`config.mk`:
```
export PLATFORM = sky130hd
export DESIGN_NAME = mmu_seq_ctrl
export DESIGN_NICKNAME = d
export VERILOG_FILES = /design/src/rtl/mmu_seq_ctrl.sv
export SDC_FILE = /design/constraint.sdc
export NUM_CORES = 1
export LEC_CHECK = 0
export CORE_MARGIN = 2
export CORE_UTILIZATION = 25
export DETAILED_ROUTE_END_ITERATION = 12
export MAX_ROUTING_LAYER = met4
export PLACE_DENSITY_LB_ADDON = 0.15
export SETUP_SLACK_MARGIN = 0.3
export SYNTH_ARGS = -nofsm -noshare
export SYNTH_HDL_FRONTEND = slang
export SYNTH_SLANG_ARGS = --single-unit
```
`constraint.sdc`:
```
create_clock -name clk -period 2.6 [get_ports clk]
set_input_delay 0.39 -clock clk [delete_from_list [all_inputs] [get_ports clk]]
set_output_delay 0.39 -clock clk [all_outputs]
set_load 0.01 [all_outputs]
```
`src/rtl/mmu_seq_ctrl.sv`:
```
// Sequencer for the SIZE x SIZE weight-stationary systolic array: loads a weight tile, streams
// per-lane skewed input vectors, and deskews the accumulator outputs into aligned result vectors.
module mmu_seq_ctrl #(
  parameter int SIZE       = 4,
  parameter int BIT_WIDTH  = 8,
  parameter int ACC_WIDTH  = 32,
  parameter int MAX_ROWS   = 16,
  parameter int OUT_LAT    = 8,
  localparam int CNT_W     = $clog2(MAX_ROWS + 1)
) (
  input  logic                           clk,
  input  logic                           rst_n,
  input  logic                           start,
  input  logic [CNT_W-1:0]               num_rows,
  output logic                           busy,
  output logic                           done,
  input  logic                           w_valid,
  output logic                           w_ready,
  input  logic [SIZE*BIT_WIDTH-1:0]      w_data,
  input  logic                           d_valid,
  output logic                           d_ready,
  input  logic [SIZE*BIT_WIDTH-1:0]      d_data,
  output logic                           mmu_control,
  output logic [SIZE*BIT_WIDTH-1:0]      mmu_wt_arr,
  output logic [SIZE*BIT_WIDTH-1:0]      mmu_data_arr,
  input  logic [SIZE*ACC_WIDTH-1:0]      mmu_acc_out,
  output logic                           r_valid,
  output logic [SIZE*ACC_WIDTH-1:0]      r_data,
  output logic                           r_last
);

  localparam int DW    = SIZE * BIT_WIDTH;
  localparam int AW    = SIZE * ACC_WIDTH;
  localparam int TAG_D = OUT_LAT + SIZE;
  localparam int WC_W  = $clog2(SIZE + 1);

  typedef enum logic [2:0] {
    S_IDLE,
    S_LOAD_W,
    S_STREAM,
    S_DRAIN,
    S_DONE
  } state_e;

  state_e           state_q, state_d;
  logic [CNT_W-1:0] num_rows_q, num_rows_d;
  logic [CNT_W-1:0] rows_issued_q, rows_issued_d;
  logic [WC_W-1:0]  w_cnt_q, w_cnt_d;
  logic             busy_q, busy_d;
  logic             done_q, done_d;
  logic             w_ready_q, w_ready_d;
  logic             d_ready_q, d_ready_d;
  logic             mmu_control_q, mmu_control_d;
  logic [DW-1:0]    mmu_wt_arr_q, mmu_wt_arr_d;
  logic [TAG_D-1:0] tag_q, tag_d;
  logic [TAG_D-1:0] last_q, last_d;
  logic             r_valid_q, r_valid_d;
  logic             r_last_q, r_last_d;
  logic [AW-1:0]    r_data_q, r_data_d;

  logic             w_fire, d_fire, slot_last;
  logic [CNT_W-1:0] num_rows_clamped;
  logic [DW-1:0]    slot_data;
  logic [AW-1:0]    aligned;

  // NOTE: every variable written here gets a default first, so no path can leave a latch behind.
  always_comb begin
    w_fire           = w_valid && w_ready_q;
    d_fire           = d_valid && d_ready_q;
    num_rows_clamped = (num_rows > CNT_W'(MAX_ROWS)) ? CNT_W'(MAX_ROWS) : num_rows;

    state_d       = state_q;
    num_rows_d    = num_rows_q;
    rows_issued_d = rows_issued_q;
    w_cnt_d       = w_cnt_q;
    mmu_control_d = w_fire;
    mmu_wt_arr_d  = w_fire ? w_data : mmu_wt_arr_q;
    slot_data     = d_fire ? d_data : '0;

    case (state_q)
      S_IDLE: begin
        if (start) begin
          num_rows_d    = num_rows_clamped;
          rows_issued_d = '0;
          w_cnt_d       = '0;
          state_d       = S_LOAD_W;
        end
      end
      S_LOAD_W: begin
        if (w_fire) begin
          w_cnt_d = w_cnt_q + WC_W'(1);
          if (w_cnt_q == WC_W'(SIZE - 1)) begin
            state_d = (num_rows_q == '0) ? S_DONE : S_STREAM;
          end
        end
      end
      S_STREAM: begin
        if (d_fire) begin
          rows_issued_d = rows_issued_q + CNT_W'(1);
          if (rows_issued_d == num_rows_q) begin
            state_d = S_DRAIN;
          end
        end
      end
      S_DRAIN: begin
        // Zeros keep flowing into the array until the last real row has left the tag pipe.
        if (tag_q == '0) begin
          state_d = S_DONE;
        end
      end
      S_DONE:  state_d = S_IDLE;
      default: state_d = S_IDLE;
    endcase

    slot_last = d_fire && (rows_issued_d == num_rows_q);

    busy_d    = (state_d != S_IDLE);
    done_d    = (state_d == S_DONE);
    w_ready_d = (state_d == S_LOAD_W);
    d_ready_d = (state_d == S_STREAM);

    tag_d     = {tag_q[TAG_D-2:0], d_fire};
    last_d    = {last_q[TAG_D-2:0], slot_last};
    r_valid_d = tag_q[TAG_D-1];
    r_last_d  = last_q[TAG_D-1];
    r_data_d  = tag_q[TAG_D-1] ? aligned : '0;
  end

  // NOTE: sequential state uses non-blocking assignments only, so every flop samples pre-edge values.
  always_ff @(posedge clk or negedge rst_n) begin
    if (!rst_n) begin
      state_q       <= S_IDLE;
      num_rows_q    <= '0;
      rows_issued_q <= '0;
      w_cnt_q       <= '0;
      busy_q        <= 1'b0;
      done_q        <= 1'b0;
      w_ready_q     <= 1'b0;
      d_ready_q     <= 1'b0;
      mmu_control_q <= 1'b0;
      mmu_wt_arr_q  <= '0;
      tag_q         <= '0;
      last_q        <= '0;
      r_valid_q     <= 1'b0;
      r_last_q      <= 1'b0;
      r_data_q      <= '0;
    end else begin
      state_q       <= state_d;
      num_rows_q    <= num_rows_d;
      rows_issued_q <= rows_issued_d;
      w_cnt_q       <= w_cnt_d;
      busy_q        <= busy_d;
      done_q        <= done_d;
      w_ready_q     <= w_ready_d;
      d_ready_q     <= d_ready_d;
      mmu_control_q <= mmu_control_d;
      mmu_wt_arr_q  <= mmu_wt_arr_d;
      tag_q         <= tag_d;
      last_q        <= last_d;
      r_valid_q     <= r_valid_d;
      r_last_q      <= r_last_d;
      r_data_q      <= r_data_d;
    end
  end

  // Input skew: lane i of an issue slot reaches the array i cycles after lane 0.
  for (genvar i = 0; i < SIZE; i++) begin : g_skew
    logic [i:0][BIT_WIDTH-1:0] skew_q, skew_d;

    always_comb begin
      skew_d[0] = slot_data[(SIZE-1-i)*BIT_WIDTH +: BIT_WIDTH];
      for (int j = 1; j <= i; j++) begin
        skew_d[j] = skew_q[j-1];
      end
    end

    // NOTE: the skew/deskew pipes are reset so an abandoned job leaves no stale data behind.
    always_ff @(posedge clk or negedge rst_n) begin
      if (!rst_n) begin
        skew_q <= '0;
      end else begin
        skew_q <= skew_d;
      end
    end

    assign mmu_data_arr[(SIZE-1-i)*BIT_WIDTH +: BIT_WIDTH] = skew_q[i];
  end

  // Output deskew: lane k emerges k cycles late, so it waits SIZE-1-k cycles to line up.
  for (genvar k = 0; k < SIZE; k++) begin : g_deskew
    localparam int N = SIZE - 1 - k;
    logic [ACC_WIDTH-1:0] lane_acc;
    assign lane_acc = mmu_acc_out[(SIZE-1-k)*ACC_WIDTH +: ACC_WIDTH];

    if (N == 0) begin : g_direct
      assign aligned[(SIZE-1-k)*ACC_WIDTH +: ACC_WIDTH] = lane_acc;
    end else begin : g_pipe
      logic [N-1:0][ACC_WIDTH-1:0] dsk_q, dsk_d;

      always_comb begin
        dsk_d[0] = lane_acc;
        for (int j = 1; j < N; j++) begin
          dsk_d[j] = dsk_q[j-1];
        end
      end

      always_ff @(posedge clk or negedge rst_n) begin
        if (!rst_n) begin
          dsk_q <= '0;
        end else begin
          dsk_q <= dsk_d;
        end
      end

      assign aligned[(SIZE-1-k)*ACC_WIDTH +: ACC_WIDTH] = dsk_q[N-1];
    end
  end

  assign busy        = busy_q;
  assign done        = done_q;
  assign w_ready     = w_ready_q;
  assign d_ready     = d_ready_q;
  assign mmu_control = mmu_control_q;
  assign mmu_wt_arr  = mmu_wt_arr_q;
  assign r_valid     = r_valid_q;
  assign r_last      = r_last_q;
  assign r_data      = r_data_q;

endmodule

```
# Word-level counts from Yosys, hierarchy flattened
# Index checks and enable logic that the tools add are counted.
# word_totals
regBits	479
inputBits	202
output_inout_bits	199
elab_cells	72
# classes
n_addsub	2
magnitude_cmp	1
n_eq_ne	11
muxes	17
n_reduce_logical	10
# ops
cell	n
2-to-1 mux 128 bit	1
2-to-1 mux 32 bit	1
2-to-1 mux 3 bit	9
2-to-1 mux 5 bit	3
== test 3 x 2 -> 1 bit, second input constant	4
zero test 12 bit	1
one-hot mux 3 bit (4 select lines)	1
== test 5 bit	2
one-hot mux 5 bit (2 select lines)	1
== test 3 x 1 -> 1 bit, second input constant	2
one-hot mux 3 bit (2 select lines)	1
adder 5 x 1 -> 5 bit, second input constant	1
greater-than comparator 5 bit, second input constant	1
zero test 5 bit	1
!= test 2 bit, second input constant	2
adder 3 x 1 -> 3 bit, second input constant	1
== test 3 bit, second input constant	1
logical AND 1 bit	3
zero test 3 bit	1
AND reduction 3 bit	1
nonzero test 3 bit	1
AND reduction 2 bit	1
nonzero test 2 bit	1

# Longest topological paths before layout
# Gate-level depths: netlist of the first run.
# logic_depth
word_depth	6
mapped_depth	7
depth_no_buf	6

# Least setup slack after synthesis of the first run
# OpenSTA, ideal clock, no wires.
# synth_timing
path_kind	register to register
start	reg state_q[2]
end	reg last_q[0]
setup_ns	0.096
t_arrival_ns	1.937
required_ns	2.504
slack_ns	0.567
path_stages_with_launch	6
path_buffers	0
period_less_slack_ns	2.033
cell_sequence	dfrtp_1 or2_4 o21a_1 or4_1 a221o_1 nor4_2
# synth_between
elab_chain_cells	4
word_cells_on_any_way	5
cone_classes	eq/ne (2); mux (1); reduce/logical (2)
# synth_rtl
item	line_no	rtl
start: declaration	45	state_e state_q, state_d;
start signal: assignment	148	state_q <= state_d;
== test 3 x 2 -> 1 bit or zero test 3 bit (tied branches)	80	case (state_q)
one-hot mux 5 bit (2 select lines) (*)	80	
== test 5 bit (*)	115	slot_last = d_fire && (rows_issued_d == num_rows_q);
logical AND 1 bit (*)	115	
net slot_last	61	logic w_fire, d_fire, slot_last;
end signal: assignment	159	last_q <= last_d;
end: declaration	56	logic [TAG_D-1:0] last_q, last_d;
# Mark *: on every way through the listed nets, which the timed path passes. The rest lies on a longest branch.
# A chain may end at the register's enable or synchronous reset.

# Worst setup path in the final report of the first run
# Same ends and word-level chain as after synthesis.

==> reports/qor.csv, run 1 <==
metric,value,unit
avgSynthCellArea,17.5,sq um
drc,0,
clockBufferDepth,3,
netlist_instances,805,
min_period,2.17,ns
grt_max_degree,76,
die_area,58400,sq um
routed_wl,31500,microns
async_flop_share,100,%
final_common_cell,dfrtp_1,
hold_viol_final,0,
io_pins,401,
numPortBuffers,400,
leakagePower,9.66,nW
setup_viol,0,
min_path_type,in2reg,
cp-end-kind,flop,
antenna_left,0,
place_congestion,0.739,
fin_area,21100,sq um
first_global_vias,8499,
synth_xor_area_share,0.683,%
fin_crit_sh,83.6,%
setup_ws,0.427,ns
irDropWorstVdd,0.466,mV
tightest_slew,0.644,ns
finalSetupTns,0,ns
cts_sinks,479,
cp_slowest_cell,or4_1,
grt_pass1_wl,50300,microns
clk_pin_slew_worst_paths,0.06,ns
synth-edff-count,0,
core-area,56100,sq um
crit_fanout,8,
wl_per_cell,15.3,microns
rsz0062_at_grt,no,
path_cells,or2_4 > o21a_1 > or4_1 > a221o_1 > nor4_2,
drv_cap,0,
synthAdderAreaFrac,0.266,%
dp_slack,0.167,ns
fin_total_pwr,17.9,mW
clock_skew,0.0192,ns
synthFlopType,dfrtp_1,
htreeDepth,2,
die_height,242,microns
clkLatencyLatePin,0.58,ns
clock-root-buffer,clkbuf_16,
synth.mux.area_fraction,2.62,%
grt-ovfl-total,0,
numCtsBuffers,53,
viasPerCell,3.76,
initial_utilization,25.2,%
grt_usage,11.3,%
arrival,2.65,ns
drive_gt1_share,11.4,%
hpwlAfterDp,21200,microns
die_x,242,microns
cp_num_buf_inv,0,
drtIter0Drc,285,
status,"finished, final reports clean",
dr.pass1.iters,4,
whs,0.246,ns
path_class,reg2reg,
slowest_delay,0.49,ns
ys_ff_latch,479,
cp_top_family,simple AND/OR/NAND/NOR gates,
maxSlewHeadroom,57.1,%
max_freq,0.460,GHz
synth.distinct_cells,42,
synth_nets,1010,
ys_warn_count,0,
antenna_found_initial,1,
final_cell_mix,"dfrtp_1 (478), clkdlybuf4s50_1 (399), and2_1 (128)",
synth_top_family_by_area,simple AND/OR/NAND/NOR gates,
finalMaxSlewViolations,0,
power_density,847,nW/um^2
start_kind,flop,
vias,7724,
yosys.area_share.simple,9.15,%
syn2layout_area_growth,49.6,%
required,3.08,ns
placementRows,87,
syn_area,14100,sq um
fin_nets,1460,
placed_area,19200,sq um
seq_area_frac_synth,84.9,%
synth_compound_area_share,1.42,%
cts_tree,yes,
## worst paths after layout
path | start | end | slack, ns | cells after the start
min reg2reg | last_q[5] | last_q[6] | 0.34 | 0
min | mmu_acc_out[73] | g_deskew[1].g_pipe.dsk_d[41] | 0.25 | 1
max in group asynchronous | rst_n | mmu_wt_arr[26] | 1.40 | 3
min in group asynchronous | rst_n | g_deskew[0].g_pipe.dsk_d[92] | 0.36 | 2
max | state_q[2] | last_q[0] | 0.43 | 5
max reg2reg | state_q[2] | last_q[0] | 0.43 | 5
## what timing repair did
action	CTS	global route
endpoints found under the setup margin	1	0
hold endpoints to repair	46	0
setup buffers	0	0
hold buffers	1	0
gates resized for setup	1	0
## where the power goes
group	leakage, nW	total [mW]	switching, mW	internal (mW)
logic	2.58	1.78	0.747	1.03
registers	6.15	8.17	0.241	7.93
clock network	0.931	7.94	2.93	5.01
total	9.66	17.9	3.92	14.0
## per-stage QoR
step	instances	util (%)
2_1_floorplan	805	-
3_3_place_gp	1955	34.3
3_5_place_dp	1955	34.3
4_1_cts	2050	37.7
5_1_grt	2051	37.7
6_report	2052	37.7
## cell usage after synthesis (all sizes together) (2+ instances only)
| library cell | instances | area (sq um) |
|---|---|---|
| a31o | 2 | 17.5 |
| o21bai | 2 | 15.0 |
| nor3b | 3 | 22.5 |
| buf | 4 | 16.3 |
| nand3 | 7 | 35.0 |
| inv | 7 | 26.3 |
| dfrtp | 479 | 12000 |
| xor2 | 5 | 43.8 |
| nor2 | 4 | 15.0 |
| xnor2 | 6 | 52.6 |
| a21oi | 5 | 25.0 |
| nor3 | 3 | 15.0 |
| o21ai | 11 | 55.1 |
| nand2b | 5 | 31.3 |
| and2 | 128 | 801 |
| clkbuf | 23 | 86.3 |
| mux2 | 32 | 360 |
| and3 | 35 | 219 |
| nand2 | 16 | 60.1 |
| ha | 3 | 37.5 |
| nor4 | 6 | 43.8 |
## sequential cells by signal, summed over array words and instances (netlist names), 3 cells and up
name,flops
w_cnt_q,3
aligned,64
state_q,3
r_data,128
num_rows_q,5
tag_q,12
g_skew.skew_d,48
mmu_wt_arr,32
g_deskew.g_pipe.dsk_q,32
rows_issued_q,5
g_skew.skew_q,8
last_q,12
mmu_data_arr,24
g_deskew.g_pipe.dsk_d,96
## cells by family after synthesis
group                      Yosys count
adders and majority gates            3
AOI/OAI and AO/OA                   31
buffers and inverters               35
and+or+nand+nor                    213
DFF                                479
muxes                               33
xor gates and xnor gates            11
## area by class of cell
type / instances / area (sq um)
flip-flops and latches: 479 / 12000
inverters: 8 / 30.0
well taps: 756 / 946
clock buffers: 75 / 1580
repair buffers: 422 / 4260
multi-input cells: 291 / 2000
fillers: 5304 / 34900
diodes: 2 / 5.00
clock inverters: 19 / 314
## metal layers
layer  up-vias  GRT usage [%]  share of wire, %
met5         -              -                 0
met2       283           17.2                47
met4         0           3.82               2.7
met1      3870           14.0                42
met3        62           4.13               8.2
li1       3509              -                 -
Note: power is estimated with default switching activity, not from simulation.
==> inputs of run 2 (changes only) <==
clock period = 2.3 ns   (was 2.6 ns; I/O delays follow)
==> reports/qor.csv, run 2 (same netlist as run 1, synthesis figures left out) <==
metric,value,unit
crit_fanout,6,
die_area,58400,sq um
dp_slack,0.0158,ns
routed_wl,32000,microns
cts_sinks,479,
start_kind,flop,
drive_gt1_share,13.8,%
antenna_left,0,
clk_pin_slew_worst_paths,0.06,ns
die_height,242,microns
status,"finished, final reports clean",
power_density,940,nW/um^2
arrival,2.39,ns
finalSetupTns,0,ns
hpwlAfterDp,20900,microns
grt_max_degree,95,
final_common_cell,dfrtp_1,
grt_usage,11.4,%
leakagePower,9.71,nW
initial_utilization,25.2,%
syn2layout_area_growth,50.7,%
drc,0,
drtIter0Drc,366,
largest_reg_flops,128,
hold_viol_final,0,
antenna_found_initial,3,
finalMaxSlewViolations,0,
dp.cells,1962,
min_period,1.91,ns
grt_pass1_wl,50400,microns
fin_crit_sh,83.2,%
numCtsBuffers,52,
max_freq,0.523,GHz
required,2.78,ns
tightest_slew,0.515,ns
vias,7819,
core-area,56100,sq um
stdcell_count,2070,
fin_total_pwr,20.0,mW
htreeDepth,2,
fin_nets,1474,
first_global_vias,8427,
placementRows,87,
dr.pass1.iters,4,
clockBufferDepth,3,
clock_skew,0.0144,ns
cp-end-kind,flop,
maxSlewHeadroom,65.7,%
viasPerCell,3.78,
numPortBuffers,400,
rsz0062_at_grt,yes,
irDropWorstVdd,0.508,mV
grt-ovfl-total,0,
setup_viol,0,
setup_ws,0.386,ns
clock-root-buffer,clkbuf_16,
cts_tree,yes,
whs,0.200,ns
final_cell_mix,"dfrtp_1 (474), clkdlybuf4s50_1 (398), and2_1 (128)",
min_path_type,in2reg,
wl_per_cell,15.4,microns
die_x,242,microns
clkLatencyLatePin,0.58,ns
io_pins,401,
place_congestion,0.745,
path_class,reg2reg,
drv_cap,0,
fill_cells,5333,
run 2: changes by cell type in the layout (fill, tap and decap cells not counted), moves of 2 or more:
cell	change
buf_12	+4
buf_4	+10
clkbuf_1	-3
clkbuf_16	-3
clkbuf_8	-4
clkinv_2	+7
clkinv_4	+3
dfrtp_1	-4
dfrtp_2	+4
diode_2	+2
nor4_1	-4
nor4_2	+4
run 2: final timing paths:
kind | start | to | slack (ns) | cells past startpoint
worst max-delay path | state_q[1] | last_q[0] | 0.39 | 5
worst min-delay path | mmu_acc_out[113] | g_deskew[0].g_pipe.dsk_d[49] | 0.20 | 1
worst max register to register | state_q[1] | last_q[0] | 0.39 | 5
worst min register to register | last_q[6] | last_q[7] | 0.33 | 0
max in group asynchronous | rst_n | g_deskew[0].g_pipe.dsk_d[69] | 1.12 | 4
min in group asynchronous | rst_n | g_skew[0].skew_q[2] | 0.26 | 2
run 2: what timing repair did:
item / 4_1_cts / 5_1_grt
hold buffers: 1 / 0
setup buffers: 2 / 6
gates resized for setup: 7 / 17
pin swaps: 5 / 8
endpoints found under the setup margin: 2 / 6
endpoints found under the hold margin: 54 / 0
run 2: cell type report:
| type | instances | area (sq um) | area share (%) |
|---|---|---|---|
| repair buffers | 437 | 4410 | 20.8 |
| multi-input cells | 291 | 2070 | 9.73 |
| clock buffers | 65 | 1440 | 6.77 |
| inverters | 8 | 30.0 | 0.141 |
| diodes | 4 | 10.0 | 0.0471 |
| well taps | 756 | 946 | 4.45 |
| flip-flops and latches | 479 | 12000 | 56.4 |
| clock inverters | 30 | 367 | 1.72 |
run 2: per-layer routing:
layer | up-vias | global-route usage (%) | wire [microns]
met4 | 0 | 3.71 | 852
met5 | - | - | 0
li1 | 3539 | - | -
met2 | 289 | 16.6 | 14500
met1 | 3935 | 14.5 | 13800
met3 | 56 | 4.62 | 2750
run 2: power breakdown:
| group | total (mW) | internal, mW | switching [mW] |
|---|---|---|---|
| Sequential | 9.23 | 8.96 | 0.266 |
| Clock | 8.62 | 5.23 | 3.38 |
| Combinational | 2.14 | 1.24 | 0.906 |
| Total | 20.0 | 15.4 | 4.56 |
run 2: through the flow:
step,instance area (sq um),util (%)
detailed placement,19300,34.4
global route,21300,37.9
floorplan,14100,-
global placement,19300,34.4
finish,21300,37.9
CTS,21100,37.7
run 2: worst max-delay path: stages (launching register included):
cell and delay (ns):
dfrtp_2 0.44, or3b_4 0.28, a21oi_4 0.04, or4_4 0.48, a221o_1 0.34, nor4_2 0.23
==> inputs of run 3 (changes only) <==
clock period = 1.65 ns   (was 2.3 ns; I/O delays follow)
==> reports/qor.csv, run 3 (same netlist as run 1, synthesis figures left out) <==
metric,value,unit
place_congestion,0.777,
p_int,22.3,mW
grt_pass1_wl,53500,microns
final_cell_mix,"dfrtp_1 (477), clkdlybuf4s50_1 (200), and2_1 (128)",
initial_utilization,25.2,%
syn2layout_area_growth,55.9,%
cts_sinks,479,
fin_nets,1529,
routed_wl,35800,microns
numPortBuffers,400,
irDropWorstVdd,0.707,mV
placementRows,87,
clockBufferDepth,3,
grt-ovfl-total,0,
power_density,1320,nW/um^2
grt_usage,12.2,%
drc,0,
core-area,56100,sq um
stdcell_count,2127,
grt_max_degree,68,
cts_tree,yes,
dp.cells,1983,
clk_pin_slew_worst_paths,0.06,ns
rsz0062_at_grt,yes,
viasPerCell,3.83,
final_core_util,39.3,%
die_height,242,microns
tightest_slew,0.395,ns
vias,8147,
comb_power_share,11.9,%
drtIter0Drc,352,
wl_met1,15100,microns
min_period,1.92,ns
final_common_cell,dfrtp_1,
hpwlAfterDp,22000,microns
antenna_left,0,
wl_per_cell,16.8,microns
status,"finished, violations left",
largest_reg_flops,128,
setup_ws,-0.269,ns
arrival,2.41,ns
clock_skew,0.00972,ns
switchingPower,6.71,mW
io_pins,401,
ff2ff_path_depth,5,
hold_viol_final,0,
fin_area,22000,sq um
p_seq_share,44.4,%
cp-end-kind,flop,
start_kind,flop,
finalSetupTns,-1.20,ns
max_freq,0.521,GHz
clkLatencyLatePin,0.59,ns
drive_gt1_share,33.7,%
leakagePower,10.7,nW
wl_met3,2500,microns
first_global_vias,8923,
dr.pass1.iters,4,
drv_cap,0,
die_x,242,microns
htreeDepth,2,
path_class,reg2reg,
dr_wl_met2,17200,microns
violations,setup timing,
die_area,58400,sq um
top_layer,met4,
netSwitchingFraction,23.1,%
fin_crit_sh,116,%
clock-root-buffer,clkbuf_16,
setup_viol,12,
min_path_type,in2reg,
numCtsBuffers,54,
maxSlewHeadroom,73.7,%
antenna_found_initial,4,
required,2.14,ns
power_frac_clock,43.7,%
whs_path_depth,1,
finalMaxSlewViolations,0,
crit_fanout,5,
placed_area,19500,sq um
run 3: changes by cell type in the layout (fill, tap and decap cells not counted), moves of 7 or more:
cell             change
clkdlybuf4s50_1    -198
buf_6              +117
buf_2               +97
buf_4               +24
clkbuf_16           +14
o21ai_0              -9
clkbuf_8             +8
clkinv_2             -7
run 3: through the flow:
| stage | setup WS, ns | hold slack (ns) | power, mW |
|---|---|---|---|
| floorplan | -0.197 | -0.0481 | 14.1 |
| global placement | -0.489 | 0.153 | 16.1 |
| detailed placement | -0.553 | 0.151 | 16.2 |
| CTS | -0.213 | 0.0423 | 29.2 |
| global route | -0.358 | 0.0573 | 30.4 |
| finish | -0.269 | 0.0919 | 29.0 |
run 3: routing by layer:
layer  vias to the layer above  GRT usage, %
met3                        76          3.81
met1                      4127          15.0
met2                       296          18.8
met5                         -             -
met4                         0          4.59
li1                       3648             -
run 3: final timing paths:
kind | start | to | slack (ns)
max reg2reg | state_q[0] | last_q[0] | -0.27
min | mmu_acc_out[72] | g_deskew[1].g_pipe.dsk_d[40] | 0.09
min reg2reg | g_skew[2].skew_d[15] | g_skew[2].skew_d[23] | 0.34
max in group asynchronous | rst_n | r_data[92] | 0.77
min in group asynchronous | rst_n | r_data[119] | 0.14
max | state_q[0] | last_q[0] | -0.27
run 3: worst max-delay path, stage by stage (launching register included):
cell and delay (ns):
dfrtp_1 0.39, buf_4 0.14, or4b_4 0.54, a311oi_2 0.35, o22ai_1 0.13, nor4_2 0.27
run 3: cell type report:
class / count / area, sq um
clock buffers: 84 / 1700
diodes: 1 / 2.50
multi-input cells: 291 / 2320
well taps: 756 / 946
clock inverters: 18 / 238
fillers: 5295 / 34100
flip-flops and latches: 479 / 12000
repair buffers: 490 / 4780
inverters: 8 / 30.0
run 3: what timing repair did:
item	CTS	global route
resized for setup	976	53
gates cloned	2	13
pin swaps	8	11
hold buffers	1	0
hold endpoints to repair	384	0
endpoints found under the setup margin	310	309
setup buffers	16	9
run 3: power by group through the flow:
stage	registers [mW]	logic (mW)	clock network, mW
floorplan	13.2	0.904	0
global placement	13.0	3.09	0
detailed placement	13.0	3.11	0
CTS	12.9	3.20	13.2
global route	13.0	3.75	13.7
finish	12.9	3.45	12.7
